[config.mk]
export PLATFORM = sky130hd
export DESIGN_NAME = mac_seq_ctrl
export DESIGN_NICKNAME = d
export VERILOG_FILES = /design/src/rtl/mac_seq_ctrl.sv
export SDC_FILE = /design/constraint.sdc
export NUM_CORES = 1
export LEC_CHECK = 0
export BUFFER_PORTS_ARGS = -buffer_cell sky130_fd_sc_hd__clkbuf_2
export CORE_MARGIN = 4
export CORE_UTILIZATION = 50
export CTS_BUF_LIST = sky130_fd_sc_hd__clkbuf_4 sky130_fd_sc_hd__clkbuf_8
export DETAILED_ROUTE_END_ITERATION = 10
export HOLD_SLACK_MARGIN = 0.02
export PLACE_DENSITY_LB_ADDON = 0.05
export SYNTH_ARGS = -nofsm -noshare
export SYNTH_HDL_FRONTEND = slang
export SYNTH_SLANG_ARGS = --single-unit
[constraint.sdc]
create_clock -name clk -period 3.3 [get_ports clk]
set_clock_uncertainty 0.15 [all_clocks]
set_input_delay 0.825 -clock clk [delete_from_list [all_inputs] [get_ports clk]]
set_output_delay 0.825 -clock clk [all_outputs]
set_load 0.01 [all_outputs]
[src/rtl/mac_seq_ctrl.sv]
// Job sequencer for one mul->acc MAC lane: admits N*K operand beats, tags them through the
// lane latency, qualifies each K-sum with m_valid/m_ready and stalls the lane on backpressure.
//   state    | meaning
//   ST_IDLE  | waiting for a job config (cfg_ready=1)
//   ST_RUN   | admitting operand beats until N groups of K are in
//   ST_DRAIN | all beats in, waiting for the last result handshake
module mac_seq_ctrl #(
  parameter int K_MAX = 256,
  parameter int N_MAX = 65535,
  parameter int LM    = 1,
  parameter int LA    = 1,
  parameter int WKC   = $clog2(K_MAX + 1),
  parameter int WNC   = $clog2(N_MAX + 1)
) (
  input  logic           clk,
  input  logic           rst,
  input  logic           cfg_valid,
  output logic           cfg_ready,
  input  logic [WKC-1:0] cfg_k,
  input  logic [WNC-1:0] cfg_n,
  input  logic           s_valid,
  output logic           s_ready,
  output logic           mac_rstn,
  output logic           mac_en,
  output logic           mac_x_valid,
  output logic           mac_first,
  output logic           m_valid,
  input  logic           m_ready,
  output logic           busy,
  output logic           done
);

  localparam int P = LM + LA;
  localparam logic [WKC-1:0] K_MAX_C = WKC'(K_MAX);
  localparam logic [WNC-1:0] N_MAX_C = WNC'(N_MAX);

  typedef enum logic [1:0] {ST_IDLE, ST_RUN, ST_DRAIN} state_t;

  state_t         state_q, state_d;
  logic [WKC-1:0] k_q, k_d, kc_q, kc_d;
  logic [WNC-1:0] n_q, n_d, nin_q, nin_d, nout_q, nout_d;
  logic [WNC-1:0] nin_inc;
  logic           zdone_q, zdone_d;
  logic [P-1:0]   v_q, v_d, last_q, last_d;
  logic [LM-1:0]  first_q, first_d;
  logic           beat, out_hs, last_out;

  always_ff @(posedge clk) begin
    if (rst) begin
      state_q <= ST_IDLE;
      k_q     <= '0;
      n_q     <= '0;
      kc_q    <= '0;
      nin_q   <= '0;
      nout_q  <= '0;
      zdone_q <= 1'b0;
      v_q     <= '0;
      last_q  <= '0;
      first_q <= '0;
    end else begin
      state_q <= state_d;
      k_q     <= k_d;
      n_q     <= n_d;
      kc_q    <= kc_d;
      nin_q   <= nin_d;
      nout_q  <= nout_d;
      zdone_q <= zdone_d;
      v_q     <= v_d;
      last_q  <= last_d;
      first_q <= first_d;
    end
  end

  always_comb begin
    mac_rstn    = ~rst;
    m_valid     = v_q[P-1] & last_q[P-1];
    mac_en      = ~(m_valid & ~m_ready);
    mac_x_valid = v_q[LM-1];
    mac_first   = v_q[LM-1] & first_q[LM-1];
    cfg_ready   = (state_q == ST_IDLE);
    busy        = (state_q != ST_IDLE);
    s_ready     = (state_q == ST_RUN) & mac_en;
    beat        = s_valid & s_ready;
    out_hs      = m_valid & m_ready;
    last_out    = out_hs & (nout_q == n_q - 1'b1);
    done        = zdone_q | ((state_q == ST_DRAIN) & last_out);
    nin_inc     = nin_q + 1'b1;
  end

  always_comb begin
    state_d = state_q;
    k_d     = k_q;
    n_d     = n_q;
    kc_d    = kc_q;
    nin_d   = nin_q;
    nout_d  = nout_q;
    zdone_d = 1'b0;
    v_d     = v_q;
    last_d  = last_q;
    first_d = first_q;

    // Tag pipe moves in lockstep with the lane; only the first LM stages need the first flag.
    if (mac_en) begin
      for (int i = P - 1; i > 0; i--) begin
        v_d[i]    = v_q[i-1];
        last_d[i] = last_q[i-1];
      end
      for (int i = LM - 1; i > 0; i--) begin
        first_d[i] = first_q[i-1];
      end
      v_d[0]     = beat;
      last_d[0]  = (kc_q == k_q - 1'b1);
      first_d[0] = (kc_q == '0);
    end

    if (out_hs) nout_d = nout_q + 1'b1;

    case (state_q)
      ST_IDLE: begin
        if (cfg_valid) begin
          k_d    = cfg_k;
          n_d    = cfg_n;
          kc_d   = '0;
          nin_d  = '0;
          nout_d = '0;
          if (cfg_k == '0 || cfg_n == '0) zdone_d = 1'b1;
          else                            state_d = ST_RUN;
        end
      end
      ST_RUN: begin
        if (beat) begin
          if (kc_q == k_q - 1'b1) begin
            kc_d  = '0;
            nin_d = nin_inc;
            if (nin_inc == n_q) state_d = ST_DRAIN;
          end else begin
            kc_d = kc_q + 1'b1;
          end
        end
      end
      ST_DRAIN: begin
        if (last_out) state_d = ST_IDLE;
      end
      default: state_d = ST_IDLE;
    endcase
  end

  cfg_legal_a: assert property (@(posedge clk) disable iff (rst)
    (cfg_valid && cfg_ready) |-> (cfg_k <= K_MAX_C && cfg_n <= N_MAX_C));

endmodule

Yosys cells after proc, flatten, opt, wreduce, memory -nomap -nowiden
Index checks and enable logic that the tools add are counted.
- muxes and demuxes: 19
- equal/unequal tests: 11
- add/sub/neg operators: 5
- bitwise gates (word level): 14
- reductions and logical operators: 12
- operators with widths (kind ; number):
    $mux W16 ; 6
    $add A16 B1 Y16 const B ; 2
    $eq A16 B16 Y1 ; 2
    $pmux W16 S2 ; 1
    $mux W9 ; 3
    $logic_not A9 Y1 ; 2
    $pmux W9 S2 ; 1
    $logic_not A16 Y1 ; 1
    $sub A16 B1 Y16 const B ; 1
    $mux W2 ; 6
    $add A9 B1 Y9 const B ; 1
    $eq A9 B9 Y1 ; 1
    $sub A9 B1 Y9 const B ; 1
    $and A1 B1 Y1 ; 8
    $ne A2 B2 Y1 const B ; 4
    $pmux W2 S3 ; 1
    $reduce_and A6 Y1 ; 1
    $not A1 Y1 ; 5
    $ne A2 B1 Y1 const B ; 2
    $reduce_and A4 Y1 ; 1
    $reduce_bool A2 Y1 ; 2
    $reduce_and A3 Y1 ; 1
    $reduce_or A3 Y1 ; 1
    $eq A2 B1 Y1 const B ; 1
    other kinds (6) ; 6
- output and inout port bits: 9
- input port bits: 30
- register bits: 74
- logic and storage cells: 71

Depth between registers and ports, before layout
Gate-level depths: netlist (run 1).
- word-level depth: 7
- depth in mapped cells: 11
- gate-level depth less buffers: 9

Least setup slack after synthesis (run 1)
No wires, ideal clock.
- path type: flip-flop to output port
- start: register n_q[0]
- end: output port done
- arrival: 2.310 ns
- stages on the path, launching flop included: 11
- setup slack: 0.015 ns
- required time: 2.325 ns
- buffers on the path: 1
- cells stage by stage: dfxtp_1 clkbuf_1 inv_1 ha_1 nor2b_1 nand2_1 or4_1 a21oi_1 o2111ai_1 nor3_1 a31o_2
- cells in the longest elaborated chain, start to end: 5
- ends and longest elaborated chain (element ; RTL line ; source):
    start: declaration ; 41 ; logic [WNC-1:0] n_q, n_d, nin_q, nin_d, nout_q, nout_d;
    start signal: assignment ; 63 ; n_q <= n_d;
    $sub A16 B1 Y16 ; 85 ; last_out = out_hs & (nout_q == n_q - 1'b1);
    $eq A16 B16 Y1 ; 85 ;
    $and A1 B1 Y1 ; 85 ;
    $and A1 B1 Y1 ; 86 ; done = zdone_q | ((state_q == ST_DRAIN) & last_out);
    $or A1 B1 Y1 ; 86 ;
    end: declaration ; 30 ; output logic done
No other way between the ends.

Final worst setup path (run 1)
Ends and elaborated chain as after synthesis.

==> results of run 1 <==
[flip-flops by register name, summed over array words and instances, names as in the netlist]
signal   cells
first_q      1
zdone_q      1
last_q       2
state_q      2
nin_q       16
kc_q         9
n_q         16
v_q          2
nout_q      16
k_q          9
[metal layers]
layer	routed length [µm]	global-route usage	vias up
li1	-	-	2117
met1	5890	0.353	2022
met2	5520	0.372	153
met3	688	0.0359	22
met4	204	0.0777	0
met5	0	0	-
[report_power, final]
part	switching, µW	leakage [µW]	internal (µW)
logic	215	0.00130	181
clock network	328	0.0000896	281
registers	30.2	0.000604	918
total	573	0.00199	1380
[layout make-up]
cell class                      instances  area, µm²
Clock buffer                           11        139
Timing Repair Buffer                   76        485
Clock inverter                          4       20.0
Multi-Input combinational cell        429       2890
Inverter                               18       67.6
Fill cell                             828       3490
Tap cell                              108        135
Sequential cell                        74       1490
[worst min path at each step]
stage,start,end,slack (ps),cells after the start
global route,last_q[0],last_q[0],330,2
global placement,first_q,first_q,290,2
floorplan,first_q,first_q,280,2
finish,last_q[0],last_q[0],300,2
CTS,last_q[0],last_q[0],310,2
detailed placement,last_q[0],last_q[0],290,2
[Yosys cell counts (4+ instances only)]
library cell / count / share of area
sky130_fd_sc_hd__clkbuf_1: 28 / 0.023
sky130_fd_sc_hd__nor4_1: 15 / 0.021
sky130_fd_sc_hd__a211oi_1: 5 / 0.0084
sky130_fd_sc_hd__and4_1: 6 / 0.012
sky130_fd_sc_hd__o211ai_1: 5 / 0.0084
sky130_fd_sc_hd__inv_1: 18 / 0.015
sky130_fd_sc_hd__nor3_1: 30 / 0.033
sky130_fd_sc_hd__buf_1: 4 / 0.0033
sky130_fd_sc_hd__dfxtp_1: 74 / 0.33
sky130_fd_sc_hd__o31ai_1: 5 / 0.0084
sky130_fd_sc_hd__a22o_1: 18 / 0.035
sky130_fd_sc_hd__o21ai_0: 23 / 0.026
sky130_fd_sc_hd__or2_2: 5 / 0.0070
sky130_fd_sc_hd__buf_2: 4 / 0.0045
sky130_fd_sc_hd__nor2b_1: 4 / 0.0056
sky130_fd_sc_hd__nand3_1: 23 / 0.026
sky130_fd_sc_hd__a31oi_1: 4 / 0.0056
sky130_fd_sc_hd__xnor2_1: 33 / 0.064
sky130_fd_sc_hd__o21a_1: 4 / 0.0067
sky130_fd_sc_hd__ha_1: 6 / 0.017
sky130_fd_sc_hd__nand2_1: 44 / 0.037
sky130_fd_sc_hd__nor2_1: 49 / 0.041
sky130_fd_sc_hd__xor2_1: 31 / 0.061
sky130_fd_sc_hd__and3_1: 7 / 0.0098
sky130_fd_sc_hd__nand4_1: 14 / 0.020
sky130_fd_sc_hd__or3_1: 12 / 0.017
sky130_fd_sc_hd__a21oi_1: 26 / 0.029
[metrics by stage]
stage	std cells	setup slack, ps	area, µm²	utilization
6_report	720	-107	5230	0.600
5_1_grt	720	-208	5230	0.600
4_1_cts	719	-154	5180	0.594
3_5_place_dp	699	71.3	4900	0.562
3_3_place_gp	699	97.6	4900	0.562
2_1_floorplan	558	15.1	4480	-
[worst max-delay path, cell delays in order, from the launching register on]
cell and delay [ps]:
sky130_fd_sc_hd__dfxtp_2 350, sky130_fd_sc_hd__inv_2 50, sky130_fd_sc_hd__ha_4 150, sky130_fd_sc_hd__nor2b_4 120
sky130_fd_sc_hd__buf_4 150, sky130_fd_sc_hd__and4_1 210, sky130_fd_sc_hd__a211oi_1 280, sky130_fd_sc_hd__nor3_2 80
sky130_fd_sc_hd__o2111ai_2 240, sky130_fd_sc_hd__nor3_2 80, sky130_fd_sc_hd__a31o_2 260, sky130_fd_sc_hd__buf_6 120
[cell families (layout without fill, tap and decap cells)]
| kind of cell | count (synthesis) | in the layout |
|---|---|---|
| simple gates | 233 | 233 |
| compound gates | 120 | 120 |
| flops | 74 | 74 |
| xor+xnor | 65 | 65 |
| buf+inv | 55 | 109 |
| fa+ha+maj | 6 | 6 |
| mux | 5 | 5 |
[repair_timing]
| item | 4_1_cts | 5_1_grt |
|---|---|---|
| pin swaps | 11 | 5 |
| buffers inserted | 5 | 1 |
| cloned | 0 | 0 |
| hold buffers | 0 | 0 |
| endpoints found under the setup margin | 1 | 1 |
| gates resized for setup | 24 | 11 |
==> run_results.csv, run 1 <==
group,metric,value,unit
run_status,status,"finished with violations",
run_status,violations,"negative setup slack",
critical_path,critical_path.startpoint_type,"flop",
clock_tree,cts_root_buf,"sky130_fd_sc_hd__clkbuf_8",
critical_path,rrSetupSlack,250,ps
synthesis,synth_compound_gate_area_share,0.192,
placement,post-dp-hpwl,9220,µm
placement,gp_congestion,0.881,
synthesis,syn_area_per_cell,8.03,µm²
placement,buffer_ports.inserted,38,
critical_path,end_kind,"output pin",
sta,layout_worst_path_cycle_share,1.03,
drt,ant_nets,0,
critical_path,worst_r2r_endpoint,"nin_q[4]",
sta,finalSetupViolCount,1,
critical_path,cp_data_arrival_time,2430,ps
clock_tree,tritoncts_clock_tree,"done",
critical_path,crit_path_max_fanout,6,
clock_tree,numClockSinks,74,
critical_path,critical_path.reg2reg.startpoint,"k_q[0]",
synthesis,synth.distinct_cells,67,
synthesis,synth_xor_area_frac,0.130,
floorplan,die_x,103,µm
global_route,grt_first_pass_wirelength,20200,µm
sta,timing.max_slew.rel_slack,0.523,
synthesis,netlist_instances,558,
synthesis,ys_warn_count,0,
sta,fin_setup_tns,-107,ps
finish,final_nets,644,
critical_path,worstRegToRegCells,9,
sta,finalHoldViolCount,0,
sta,finalWorstPathRequiredPeriod,3410,ps
floorplan,floorplan.io_pins,39,
clock_tree,htreeDepth,3,
synthesis,synth_area,4480,µm²
floorplan,dieHeight,103,µm
clock_tree,cts.reportedPaths.clkPinSlew,70,ps
hold_path,worst_hold_path_type,"reg2reg",
drt,route.detailed.wl_per_inst,17.1,µm
critical_path,crit_type,"reg2out",
synthesis,flops_latches_synth,74,
finish,antenna-diode-count,0,
synthesis,synth_adder_area_share,0.0167,
drt,drt-initial-drc-count,270,
drt,drtPass1Iterations,5,
sta,count_of_pins_over_their_slew_limit,0,
synthesis,largest_family_of_logic_cells_by_synthesized_area,"simple AND/OR/NAND/NOR gates",
global_route,global_route.overflow_total,0,
flow_run,drv.max_cap_violation_count,0,
pwr,p_leak,0.00199,µW
pwr,power.density,373,nW/µm²
finish,drive_gt1_frac,0.230,
synthesis,mux_share_of_post_synthesis_cell_area,0.0117,
critical_path,timing.critical_path.from,"n_q[0]",
sta,max_slew.worst_pin.slew,710,ps
synthesis,synth_nets,594,
sta,timing.fmax,0.294,GHz
drt,post-route-drc-count,0,
synthesis,synthSimpleGateAreaFrac,0.271,
pwr,fin_total_pwr,1950,µW
pwr,peak_supply_drop,0.000246,V
critical_path,worst_setup_path_endpoint,"done",
drt,vias_per_instance,5.99,
sta,setup_repair_after_global_routing_missed_its_margin,"yes",
clock_tree,cts_made_buffers,9,
sta,fin_ws,-107,ps
floorplan,core_area,8720,µm²
synthesis,synth_top_flop_cell,"sky130_fd_sc_hd__dfxtp_1",
synthesis,synth-edff-count,0,
finish,most_common_cell_after_layout_fill_and_taps_aside,"sky130_fd_sc_hd__dfxtp_1",
global_route,antenna_found_initial,0,
floorplan,start_util,0.514,
critical_path,cp_data_required_time,2320,ps
floorplan,fp_rows,34,
clock_tree,clk_path_buf_depth,2,
sta,final.hold.worst_slack,303,ps
global_route,first_global_vias,3952,
synthesis,async_reset_ff_frac,0,
global_route,largest_net_degree_at_the_start_of_global_routing,26,
global_route,track_usage,0.244,
floorplan,die_area,10500,µm²
drt,route.vias.total,4314,
finish,layout-area-overhead-vs-synth,16.7,%
drt,routed_wirelength,12300,µm
synthesis,synth_sequential_area_ratio,0.330,
finish,commonest_cells_after_routing_fill_and_taps_aside,"sky130_fd_sc_hd__dfxtp_1 (66), sky130_fd_sc_hd__nor2_1 (49), sky130_fd_sc_hd__nand2_1 (43)",
clock_tree,clock_latency_on_the_worst_skew_pair,350,ps
Power figures use the tool's default switching activity.
==> run 2, diff against run 1 <==
CORE_ASPECT_RATIO = 0.6   (was default)
TNS_END_PERCENT = 50   (was default)
==> run 2 against run 1 <==
Against the previous run:
- the run still ends with negative setup slack left
- register-to-register slack gained 40 ps
- fmax shrank 2.7%
- critical path depth shrank 1
- first-iteration DRC count grew 69%
- utilization grew 2.2 points
- final cell count grew 0.56%
- via count grew 1.8%
==> run_results.csv, run 2 (synthesis gave the netlist of run 1 again) <==
group,metric,value,unit
floorplan,floorplan.io_pins,39,
sta,timing.max_slew.rel_slack,0.478,
sta,finalWorstPathRequiredPeriod,3500,ps
finish,final_nets,643,
global_route,first_global_vias,4176,
drt,drtPass1Iterations,5,
run_status,status,"finished with violations",
drt,route.detailed.wl_per_inst,18.6,µm
sta,fin_ws,-200,ps
sta,timing.fmax,0.286,GHz
drt,vias_per_instance,6.07,
drt,topRoutingLayerUsed,"met4",
sta,max_slew.worst_pin.slew,775,ps
sta,finalSetupViolCount,1,
global_route,track_usage,0.267,
drt,drt-initial-drc-count,455,
floorplan,fp_rows,26,
critical_path,cp_data_required_time,2320,ps
clock_tree,clk_path_buf_depth,2,
finish,biggestRegsByFlops,"n_q x16, nin_q x16, nout_q x16",
pwr,switchingPower,632,µW
clock_tree,cts_made_buffers,9,
sta,setup_repair_after_global_routing_missed_its_margin,"yes",
critical_path,timing.critical_path.from,"n_q[1]",
critical_path,cp_data_arrival_time,2520,ps
critical_path,crit_type,"reg2out",
placement,post-dp-hpwl,9900,µm
critical_path,crit_path_max_fanout,4,
hold_path,hold-path-cell-count,2,
pwr,p_leak,0.00204,µW
sta,finalHoldViolCount,0,
drt,wl_met3,1220,µm
finish,most_common_cell_after_layout_fill_and_taps_aside,"sky130_fd_sc_hd__dfxtp_1",
flow_run,drv.max_cap_violation_count,0,
global_route,grt_first_pass_wirelength,21900,µm
clock_tree,cts_root_buf,"sky130_fd_sc_hd__clkbuf_8",
drt,routed-wl-met2,5460,µm
finish,antenna-diode-count,0,
clock_tree,cts.reportedPaths.clkPinSlew,80,ps
clock_tree,cts-hold-fix-buffers,0,
floorplan,core_area,8620,µm²
run_status,violations,"negative setup slack",
sta,layout_worst_path_cycle_share,1.06,
hold_path,worst_hold_startpoint,"first_q",
critical_path,critical_path.startpoint_type,"flop",
critical_path,worstRegToRegCells,7,
drt,ant_nets,0,
critical_path,end_kind,"output pin",
clock_tree,htreeDepth,3,
pwr,p_seq_frac,0.438,
finish,layout.cell_area.non_filler,5360,µm²
global_route,antenna_found_initial,0,
pwr,power.density,405,nW/µm²
pwr,combinationalPowerShare,0.192,
placement,buffer_ports.inserted,38,
pwr,netSwitchingFraction,0.291,
finish,nFillCells,749,
critical_path,critical_path.reg2reg.startpoint,"k_q[0]",
pwr,cell_internal_pwr,1540,µW
floorplan,die_x,130,µm
pwr,p_clk_frac,0.369,
drt,route.vias.total,4392,
global_route,global_route.overflow_total,0,
drt,routed_wirelength,13500,µm
placement,placed_cell_area,4880,µm²
critical_path,rrSetupSlack,290,ps
placement,place_inst,700,
finish,footprint_of_the_multi_input_gates,2960,µm²
floorplan,start_util,0.520,
finish,layout-area-overhead-vs-synth,19.6,%
sta,count_of_pins_over_their_slew_limit,0,
pwr,peak_supply_drop,0.000205,V
drt,post-route-drc-count,0,
pwr,fin_total_pwr,2170,µW
drt,m1WireLength,6670,µm
placement,gp_congestion,1.01,
clock_tree,numClockSinks,74,
sta,fin_setup_tns,-200,ps
floorplan,die_area,10600,µm²
finish,commonest_cells_after_routing_fill_and_taps_aside,"sky130_fd_sc_hd__dfxtp_1 (67), sky130_fd_sc_hd__nor2_1 (49), sky130_fd_sc_hd__nand2_1 (42)",
floorplan,dieHeight,81.3,µm
clock_tree,tritoncts_clock_tree,"done",
global_route,largest_net_degree_at_the_start_of_global_routing,26,
finish,layout.area.seq,1500,µm²
finish,drive_gt1_frac,0.239,
clock_tree,clock_latency_on_the_worst_skew_pair,360,ps
finish,layout.cells.non_filler,724,
hold_path,worst_hold_path_type,"reg2reg",
## run 2: worst paths after layout
| path | to |
|---|---|
| hold reg to reg | first_q |
| setup / recovery | done |
| setup reg to reg | nin_q[4] |
| hold / removal | first_q |
## run 2: through the flow
stage / setup slack [ps] / hold slack (ps) / util
floorplan: 15.1 / 277 / -
global placement: -37.7 / 292 / 0.566
detailed placement: -96.6 / 298 / 0.566
CTS: -155 / 310 / 0.611
global route: -261 / 342 / 0.622
finish: -200 / 308 / 0.622
## run 2: area by class of cell
cell class	instances	area share
multi-input combinational	429	0.552
sequential	74	0.280
timing repair buffer	75	0.0880
tap	112	0.0261
clock buffer	10	0.0245
clock inverter	6	0.0168
inverter	18	0.0131
## run 2: per-layer routing
metal	up-vias	global-route usage
met5	-	0
met4	0	0.0571
met3	18	0.0670
met2	187	0.375
met1	2074	0.406
li1	2113	-
## run 2: power groups by stage
| stage | registers, µW | logic, µW | clock network, µW |
|---|---|---|---|
| global placement | 968 | 342 | 0 |
| finish | 952 | 418 | 802 |
| global route | 956 | 453 | 855 |
| floorplan | 954 | 239 | 0 |
| CTS | 947 | 382 | 810 |
| detailed placement | 970 | 349 | 0 |
## run 2: worst max-delay path: stages, from the launching register on
cell and delay, ps:
sky130_fd_sc_hd__dfxtp_4 370, sky130_fd_sc_hd__buf_4 150, sky130_fd_sc_hd__buf_4 140, sky130_fd_sc_hd__nor3_1 200
sky130_fd_sc_hd__and4_2 330, sky130_fd_sc_hd__mux2i_1 220, sky130_fd_sc_hd__mux2i_1 90, sky130_fd_sc_hd__o21a_1 220
sky130_fd_sc_hd__nor3_2 160, sky130_fd_sc_hd__a31o_2 160, sky130_fd_sc_hd__clkbuf_2 120
## run 2: repair_timing
| action | in CTS | in global routing |
|---|---|---|
| hold endpoints to repair | 0 | 0 |
| buffers inserted | 8 | 0 |
| setup endpoints to repair | 1 | 12 |
| cloned | 0 | 0 |
| resized for setup | 28 | 20 |
| pin swaps | 8 | 3 |
==> run 3, diff against run 2 <==
CORE_ASPECT_RATIO = 0.8   (was 0.6)
==> run 3 against run 2 <==
Against the previous run:
- worst hold slack got worse by 6.9 ps
- the run still ends with negative setup slack left
- die area fell by 0.38%
- first-iteration DRC count fell by 12%
- final cell count fell by 0.41%
- wire length fell by 7.0%
- non-clock buffer count fell by 3
==> run_results.csv, run 3 (synthesis gave the netlist of run 1 again) <==
group,metric,value,unit
run_status,status,"finished with violations",
run_status,violations,"negative setup slack",
sta,finalWorstPathRequiredPeriod,3480,ps
sta,finalHoldViolCount,0,
finish,biggestRegsByFlops,"n_q x16, nin_q x16, nout_q x16",
finish,commonest_cells_after_routing_fill_and_taps_aside,"sky130_fd_sc_hd__dfxtp_1 (67), sky130_fd_sc_hd__nor2_1 (49), sky130_fd_sc_hd__nand2_1 (44)",
clock_tree,clock_latency_on_the_worst_skew_pair,350,ps
placement,post-dp-hpwl,9440,µm
placement,placed_cell_area,4900,µm²
drt,route.vias.total,4369,
critical_path,cp_data_required_time,2320,ps
drt,vias_per_instance,6.06,
global_route,first_global_vias,4029,
global_route,antenna_found_initial,1,
global_route,grt_first_pass_wirelength,20400,µm
pwr,fin_total_pwr,2220,µW
drt,post-route-drc-count,0,
finish,layout-area-overhead-vs-synth,17.9,%
sta,timing.max_slew.rel_slack,0.495,
pwr,switchingPower,583,µW
placement,dpl_worst_slack,42.2,ps
drt,drt-initial-drc-count,400,
global_route,global_route.overflow_total,0,
sta,max_slew.worst_pin.slew,750,ps
floorplan,die_area,10600,µm²
sta,layout_worst_path_cycle_share,1.06,
pwr,peak_supply_drop,0.000288,V
floorplan,die_x,114,µm
pwr,combinationalPowerShare,0.171,
finish,final_nets,640,
floorplan,floorplan.io_pins,39,
finish,most_common_cell_after_layout_fill_and_taps_aside,"sky130_fd_sc_hd__dfxtp_1",
placement,buffer_ports.inserted,38,
clock_tree,tritoncts_clock_tree,"done",
sta,timing.fmax,0.287,GHz
critical_path,critical_path.slowest_cell,"sky130_fd_sc_hd__or4_1",
sta,finalSetupViolCount,1,
clock_tree,numClockSinks,74,
finish,antenna-diode-count,0,
critical_path,end_kind,"output pin",
critical_path,crit_type,"reg2out",
clock_tree,htreeDepth,3,
global_route,track_usage,0.244,
sta,fin_ws,-184,ps
pwr,p_seq_frac,0.428,
critical_path,crit_path_max_incr_delay,520,ps
clock_tree,clk_path_buf_depth,2,
floorplan,fp_rows,30,
flow_run,drv.max_cap_violation_count,0,
pwr,power.density,421,nW/µm²
critical_path,critical_path.startpoint_type,"flop",
pwr,cell_internal_pwr,1640,µW
drt,drtPass1Iterations,5,
finish,drive_gt1_frac,0.218,
finish,layout.cell_area.non_filler,5290,µm²
sta,count_of_pins_over_their_slew_limit,0,
sta,setup_repair_after_global_routing_missed_its_margin,"yes",
drt,routed_wirelength,12500,µm
pwr,p_leak,0.00201,µW
critical_path,cp_data_arrival_time,2510,ps
floorplan,start_util,0.522,
floorplan,dieHeight,92.7,µm
finish,finish.utilization,0.615,
drt,route.detailed.wl_per_inst,17.4,µm
floorplan,core_area,8600,µm²
global_route,largest_net_degree_at_the_start_of_global_routing,26,
clock_tree,cts_root_buf,"sky130_fd_sc_hd__clkbuf_8",
placement,gp_congestion,0.933,
pwr,netSwitchingFraction,0.262,
drt,ant_nets,0,
clock_tree,cts_made_buffers,9,
clock_tree,cts.reportedPaths.clkPinSlew,80,ps
critical_path,worstPathCellList,"or3_4 -> or4_1 -> o211a_1 -> a211oi_2 -> a41oi_2 -> nor3_2 -> a31o_2 -> clkbuf_2",
pwr,p_clk_frac,0.401,
hold_path,worst_hold_path_type,"reg2reg",
critical_path,crit_path_max_fanout,3,
-- run 3: layer usage --
layer	wire, µm	global-route usage	vias up
li1	-	-	2113
met1	6080	0.349	2107
met2	5450	0.356	120
met3	707	0.0529	27
met4	281	0.0930	2
met5	13	0	-
-- run 3: layout make-up --
type,instances,area [µm²]
Fill cell,803,3310
Multi-Input combinational cell,429,2890
Sequential cell,74,1490
Timing Repair Buffer,72,445
Clock buffer,12,159
Tap cell,112,140
Clock inverter,4,97.6
Inverter,18,67.6
-- run 3: worst paths after layout --
path | start | end | slack, ps | cells after the start
max | n_q[3] | done | -180 | 8
min | first_q | first_q | 300 | 2
max reg2reg | k_q[0] | nin_q[4] | 290 | 7
min reg2reg | first_q | first_q | 300 | 2
-- run 3: repair_timing --
| action | 4_1_cts | 5_1_grt |
|---|---|---|
| pin swaps | 9 | 1 |
| buffers inserted | 3 | 0 |
| endpoints found under the setup margin | 1 | 9 |
| endpoints found under the hold margin | 0 | 0 |
| hold buffers | 0 | 0 |
| gates resized for setup | 21 | 6 |
-- run 3: worst max-delay path: cells and delay by family, from the launching register on --
kind,cells,cell delay [ps]
compound gates,4,590
buf+inv,1,130
flops,1,330
simple gates,3,1110
-- run 3: power by group through the flow --
| stage | Sequential [µW] | Clock [µW] | Combinational, µW |
|---|---|---|---|
| 2_1_floorplan | 954 | 0 | 239 |
| 3_3_place_gp | 967 | 0 | 340 |
| 3_5_place_dp | 969 | 0 | 346 |
| 4_1_cts | 948 | 910 | 369 |
| 5_1_grt | 955 | 948 | 415 |
| 6_report | 951 | 892 | 381 |
-- run 3: per-stage QoR --
| stage | hold slack (ps) | instances | setup TNS, ps |
|---|---|---|---|
| 6_report | 302 | 721 | -184 |
| 2_1_floorplan | 277 | 558 | 0 |
| 3_5_place_dp | 297 | 702 | 0 |
| 4_1_cts | 307 | 721 | -203 |
| 3_3_place_gp | 289 | 702 | 0 |
| 5_1_grt | 341 | 721 | -308 |
